**src/rtl/nexus_nonce_sweeper.sv**
```systemverilog
// rtl/nexus_nonce_sweeper.sv - SK1024 nonce-sweep controller with in-flight tracking, hit filter and result FIFO
// Optional macro NXS_FULL_TARGET_EN adds an unsigned HashQword <= TargetQword test to the hit rule.
module nexus_nonce_sweeper #(
  parameter int PIPE_LATENCY = 390,
  parameter int HASHERS      = 1,
  parameter int COREIDX      = 0,
  parameter int ZERO_BITS    = 32,
  parameter int FIFO_DEPTH   = 4
) (
  input  logic        clk,
  input  logic        HashRst,
  input  logic        WorkLoad,
  input  logic [63:0] StartNonce,
  input  logic [63:0] EndNonce,
  input  logic [63:0] TargetQword,
  output logic [63:0] PipeNonce,
  output logic        PipeValid,
  input  logic [63:0] HashQword,
  output logic [63:0] ResultNonce,
  output logic        ResultValid,
  input  logic        ResultReady,
  output logic        Busy,
  output logic        Done,
  output logic [15:0] DropCount
);

  localparam int AW = $clog2(FIFO_DEPTH);

  typedef enum logic [1:0] {
    S_IDLE,
    S_SWEEP,
    S_DRAIN,
    S_DONE
  } state_t;

  state_t                  r_state;
  state_t                  w_state_nxt;
  logic [63:0]             r_end;
  logic [63:0]             r_pipe_nonce;
  logic [63:0]             r_out_nonce;
  logic [PIPE_LATENCY-1:0] r_vld_sr;
  logic [63:0]             r_mem [FIFO_DEPTH];
  logic [AW:0]             r_wr_ptr;
  logic [AW:0]             r_rd_ptr;
  logic [15:0]             r_drop;

  logic [64:0] w_first;
  logic        w_first_bad;
  logic [64:0] w_step;
  logic        w_last;
  logic        w_out_valid;
  logic        w_sr_next_zero;
  logic        w_lz_ok;
  logic        w_hit;
  logic        w_empty;
  logic        w_full;
  logic        w_pop;
  logic        w_push;
  logic        w_drop;

  // 65-bit sums so that a carry out of bit 63 ends the range instead of wrapping
  assign w_first     = {1'b0, StartNonce} + 65'(COREIDX);
  assign w_first_bad = w_first[64] | (w_first[63:0] > EndNonce);
  assign w_step      = {1'b0, r_pipe_nonce} + 65'(HASHERS);
  assign w_last      = w_step[64] | (w_step[63:0] > r_end);

  assign w_out_valid    = r_vld_sr[PIPE_LATENCY-1];
  assign w_sr_next_zero = (r_vld_sr[PIPE_LATENCY-2:0] == '0);
  assign w_lz_ok        = (HashQword[63 -: ZERO_BITS] == '0);

`ifdef NXS_FULL_TARGET_EN
  logic [63:0] r_target;

  always_ff @(posedge clk or posedge HashRst) begin
    if (HashRst) begin
      r_target <= '0;
    end else if (WorkLoad) begin
      r_target <= TargetQword;
    end
  end

  assign w_hit = w_out_valid & w_lz_ok & (HashQword <= r_target);
`else
  logic w_unused_inputs;
  assign w_unused_inputs = ^{HashQword, TargetQword};
  assign w_hit = w_out_valid & w_lz_ok;
`endif

  assign w_empty = (r_wr_ptr == r_rd_ptr);
  assign w_full  = (r_wr_ptr[AW] != r_rd_ptr[AW]) &&
                   (r_wr_ptr[AW-1:0] == r_rd_ptr[AW-1:0]);
  assign w_pop   = ~w_empty & ResultReady;
  // a pop in the same cycle frees the slot, so a full FIFO still accepts the hit
  assign w_push  = w_hit & (~w_full | w_pop);
  assign w_drop  = w_hit & w_full & ~w_pop;

  always_comb begin
    w_state_nxt = r_state;
    PipeValid   = 1'b0;
    Busy        = 1'b0;
    Done        = 1'b0;
    case (r_state)
      S_SWEEP: begin
        PipeValid = 1'b1;
        Busy      = 1'b1;
        if (w_last) begin
          w_state_nxt = S_DRAIN;
        end
      end
      S_DRAIN: begin
        Busy = 1'b1;
        if (w_sr_next_zero) begin
          w_state_nxt = S_DONE;
        end
      end
      S_DONE: begin
        Done = 1'b1;
      end
      default: begin
        w_state_nxt = S_IDLE;
      end
    endcase
    if (WorkLoad) begin
      w_state_nxt = w_first_bad ? S_DRAIN : S_SWEEP;
    end
  end

  always_ff @(posedge clk or posedge HashRst) begin
    if (HashRst) begin
      r_state      <= S_IDLE;
      r_end        <= '0;
      r_pipe_nonce <= '0;
      r_out_nonce  <= '0;
      r_vld_sr     <= '0;
      r_wr_ptr     <= '0;
      r_rd_ptr     <= '0;
      r_drop       <= '0;
    end else begin
      r_state <= w_state_nxt;
      if (WorkLoad) begin
        // restart discards everything in flight and anything still queued
        r_end        <= EndNonce;
        r_pipe_nonce <= w_first[63:0];
        r_out_nonce  <= w_first[63:0];
        r_vld_sr     <= '0;
        r_wr_ptr     <= '0;
        r_rd_ptr     <= '0;
        r_drop       <= '0;
      end else begin
        r_vld_sr <= {r_vld_sr[PIPE_LATENCY-2:0], PipeValid};
        if (PipeValid && !w_last) begin
          r_pipe_nonce <= w_step[63:0];
        end
        if (w_out_valid) begin
          r_out_nonce <= r_out_nonce + 64'(HASHERS);
        end
        if (w_pop) begin
          r_rd_ptr <= r_rd_ptr + (AW+1)'(1);
        end
        if (w_push) begin
          r_wr_ptr <= r_wr_ptr + (AW+1)'(1);
        end
        if (w_drop && (r_drop != 16'hFFFF)) begin
          r_drop <= r_drop + 16'd1;
        end
      end
    end
  end

  always_ff @(posedge clk) begin
    if (w_push && !WorkLoad) begin
      r_mem[r_wr_ptr[AW-1:0]] <= r_out_nonce;
    end
  end

  assign PipeNonce   = r_pipe_nonce;
  assign ResultValid = ~w_empty;
  assign ResultNonce = w_empty ? 64'h0 : r_mem[r_rd_ptr[AW-1:0]];
  assign DropCount   = r_drop;

endmodule

```
**config.mk**
```make
export PLATFORM = sky130hd
export DESIGN_NAME = nexus_nonce_sweeper
export DESIGN_NICKNAME = d
export VERILOG_FILES = /design/src/rtl/nexus_nonce_sweeper.sv
export SDC_FILE = /design/constraint.sdc
export NUM_CORES = 2
export LEC_CHECK = 0
export BUFFER_PORTS_ARGS = -buffer_cell sky130_fd_sc_hd__buf_2
export CORE_ASPECT_RATIO = 0.5
export CORE_UTILIZATION = 42
export CTS_CLUSTER_DIAMETER = 60
export DETAILED_ROUTE_END_ITERATION = 10
export GPL_ROUTABILITY_DRIVEN = 0
export GPL_TIMING_DRIVEN = 0
export PLACE_DENSITY = 0.68
export SYNTH_ARGS = -nofsm -noshare
export SYNTH_HDL_FRONTEND = slang
export SYNTH_SLANG_ARGS = --single-unit
```
**constraint.sdc**
```tcl
create_clock -name clk -period 30.1 [get_ports clk]
set_clock_uncertainty 0.05 [all_clocks]
set_input_delay 1.505 -clock clk [delete_from_list [all_inputs] [get_ports clk]]
set_output_delay 1.505 -clock clk [all_outputs]
set_load 0.02 [all_outputs]
```
==> results_dict.tcl <==
set metrics [dict create \
    status "finished, final reports clean" \
    pwr-share-comb 0.128 \
    rsz0062_at_grt "no" \
    area_growth_pct 16.0 \
    critical_path_arrival_ns 7.56 \
    tns_ns 0 \
    yosys_register_bits 862 \
    end_kind "flip-flop" \
    swShare 0.270 \
    cts.sinks 862 \
    holdCritPathClass "reg2reg" \
    synth_edf_count 256 \
    clkTransAtPathRegs_ns 0.07 \
    pwr-share-clk 0.397 \
    die_h_um 215 \
    drv_slew 0 \
    synthCells 3160 \
    core.rowCount 77 \
    synth_fa_ha_area_frac 0.0456 \
    htree_levels 3 \
    clk_latency_ns 0.65 \
    p_sw_uw 742 \
    postCtsSetupBuffers 0 \
    period_share 0.235 \
    first_global_vias 26700 \
    sequentialPowerShare 0.475 \
    coreArea_um2 89100 \
    synth-xor-area-share 0.0324 \
    synth-seq-area-share 0.600 \
    crit_slowest_cell "nor4_1" \
    io_buffers 310 \
    hpwlAfterDp_mm 75.7 \
    hold_viol 0 \
    yosysMostFrequentCell "dfrtp_1" \
    yosysTopAreaCell "dfrtp_1" \
    p_int_uw 2000 \
    ir_worst_vdd_mv 0.0365 \
    drtIter0Drc 2622 \
    die_w_um 428 \
    io_pins 408 \
    antenna_found_initial 6 \
    dr.pass1.iters 6 \
    worst_pin_slew_ns 1.22 \
    grt_usage 0.226 \
    cts_buffer_depth 3 \
    startpoint "PipeNonce[21]" \
    dieArea_um2 92000 \
    fin_nets 3959 \
    crit_required_ns 30.59 \
    synth.area.top_cells "dfrtp_1, edfxtp_1, nor2b_1" \
    dr_total_vias 26700 \
    synth_warnings 0 \
    syn_nets 3559 \
    cp_cell_sequence "buf_4, nand2_1, nor4b_2, nand4_1, or3_1, nor3_2, and4_1, xor2_1, ha_1, nand4_1, nor4_1, nand2_1, a31oi_1, nor4_4, o21ai_1, clkbuf_8, buf_4, o21ai_0, a31oi_1" \
    cts_made_buffers 79 \
    postCtsHoldBufs 0 \
    grt_pass1_wl_mm 160 \
    synthDistinctLibCells 71 \
    ctsResizeCount 0 \
    cts_root_buf "clkbuf_16" \
    synthMuxAreaShare 0.0438 \
    avgViaCountPerCell 5.55 \
    relSlewSlack 0.185 \
    cts_tree "built" \
    drc_errors 0 \
    start_kind "flip-flop" \
    hp-start "r_vld_sr[373]" \
    grt_max_degree 125 \
    yosys-top-cells-count "dfrtp_1, nor2b_1, edfxtp_1" \
    syn-cell-area_um2 38100 \
    fmaxAchievable_mhz 141 \
    grt.overflow.total 0 \
    cp_max_fo 10 \
    ant_nets 0 \
    p_leak_uw 0.0194 \
    drive_gt1_frac 0.158 \
    yosysTopAreaCellShare 0.398 \
    synth_top_family_by_area "simple AND/OR/NAND/NOR gates" \
    power_uw 2740 \
    synth-simple-area-share 0.189 \
    async_flop_share 0.703 \
    maxCapViolCount 0 \
    cpPeakStageDelay_ns 0.94 \
    setup_viol 0 \
    p_per_area_nw_per_um2 62.0 \
    wl_per_cell_um 21.8 \
    synth-main-ff-cell "dfrtp_1" \
    syn_avg_cell_area_um2 12.1 \
    timing.rr.start "PipeNonce[21]" \
    critical_path_class "reg2reg" \
    routed_wl_mm 105 \
    start_util 0.428 \
    synth_compound_area_frac 0.0566 \
    min_period_ns 7.07 \
]
## cell type report
| class | instances | area (um^2) |
|---|---|---|
| fillers | 7687 | 44900 |
| flip-flops and latches | 862 | 22900 |
| multi-input cells | 1979 | 14000 |
| clock buffers | 105 | 2270 |
| repair buffers | 319 | 1800 |
| well taps | 1185 | 1480 |
| inverters | 173 | 657 |
| plain buffers | 146 | 614 |
| clock inverters | 38 | 541 |
| diodes | 4 | 10.0 |
## cells in the final DEF, fill, tap and decap left out, types with 10 or more instances in the layout
master       n
or2_2       10
ha_1       139
o21ai_0     98
clkinv_2    13
or3_1       16
nor3_1      52
nor2_1     142
inv_1      171
xnor2_1     72
a211oi_1    18
clkbuf_16   81
nor4_1     127
a21boi_0    14
clkbuf_8    19
nand3_1     53
nor2b_1    464
edfxtp_1   256
buf_1       21
a21o_1      17
buf_2      314
bufinv_16   12
and3_1      43
xor2_1      69
mux4_2      64
o31a_1      14
clkbuf_1   118
nand4_1    123
mux2_2      14
dfrtp_1    606
and4_1      14
nand2_1    171
a21oi_1     96
o311a_1     28
nand2b_1    21
## per-stage QoR
stage / setup WS [ns] / hold slack (ns) / cells / utilization / cell area (um^2)
after floorplan: 11.58 / 0.405 / 3160 / - / 38100
after global placement: 5.50 / 0.415 / 4655 / 0.462 / 41100
after detailed placement: 23.44 / 0.428 / 4664 / 0.465 / 41400
after CTS: 23.39 / 0.442 / 4807 / 0.496 / 44200
after global routing: 23.10 / 0.456 / 4811 / 0.496 / 44200
final: 23.03 / 0.435 / 4811 / 0.496 / 44200
## cell families after synthesis
family,Yosys count
DFF,862
muxes,85
adders and majority gates,139
and+or+nand+nor,1277
AOI/OAI and AO/OA,337
buffers and inverters,319
xor gates and xnor gates,141
## state kept, by name (all words and copies together), names as in the netlist
signal and cells:
r_state 2, DropCount 16, r_vld_sr 390, r_end 64, r_out_nonce 64, r_mem 256, PipeNonce 64, r_wr_ptr 3
r_rd_ptr 3
## worst paths after layout
| check | to | slack [ns] | cells after the start |
|---|---|---|---|
| worst max-delay path | PipeNonce[7] | 23.03 | 19 |
| min in group asynchronous | r_end[4] | 0.86 | 2 |
| max in group asynchronous | r_vld_sr[143] | 27.31 | 5 |
| worst min-delay path | r_vld_sr[374] | 0.44 | 1 |
| worst max register to register | PipeNonce[7] | 23.03 | 19 |
| worst min register to register | r_vld_sr[374] | 0.44 | 1 |
## routing by layer
| layer | wire length (um) | up-vias | track usage |
|---|---|---|---|
| li1 | - | 12000 | - |
| met1 | 43800 | 13300 | 0.298 |
| met2 | 48700 | 1046 | 0.361 |
| met3 | 6440 | 309 | 0.0381 |
| met4 | 5910 | 0 | 0.119 |
| met5 | 0 | - | 0 |
## power groups by stage
stage / combinational (uW) / clock, uW / sequential (uW)
detailed placement: 341 / 0 / 1320
CTS: 346 / 1110 / 1300
finish: 351 / 1090 / 1300
global route: 378 / 1150 / 1310
floorplan: 193 / 0 / 1330
global placement: 331 / 0 / 1320
## worst max-delay path: cells and delay by family (launching register included)
kind | cells | cell delay, ns
AO/OA/AOI/OAI | 4 | 1.66
flip-flops | 1 | 0.41
buffers and inverters | 3 | 0.79
XOR/XNOR | 1 | 0.10
AND/OR/NAND/NOR | 10 | 3.63
adder cells (fa/ha/maj) | 1 | 0.31
No activity file was read; power rests on OpenSTA's default activity.
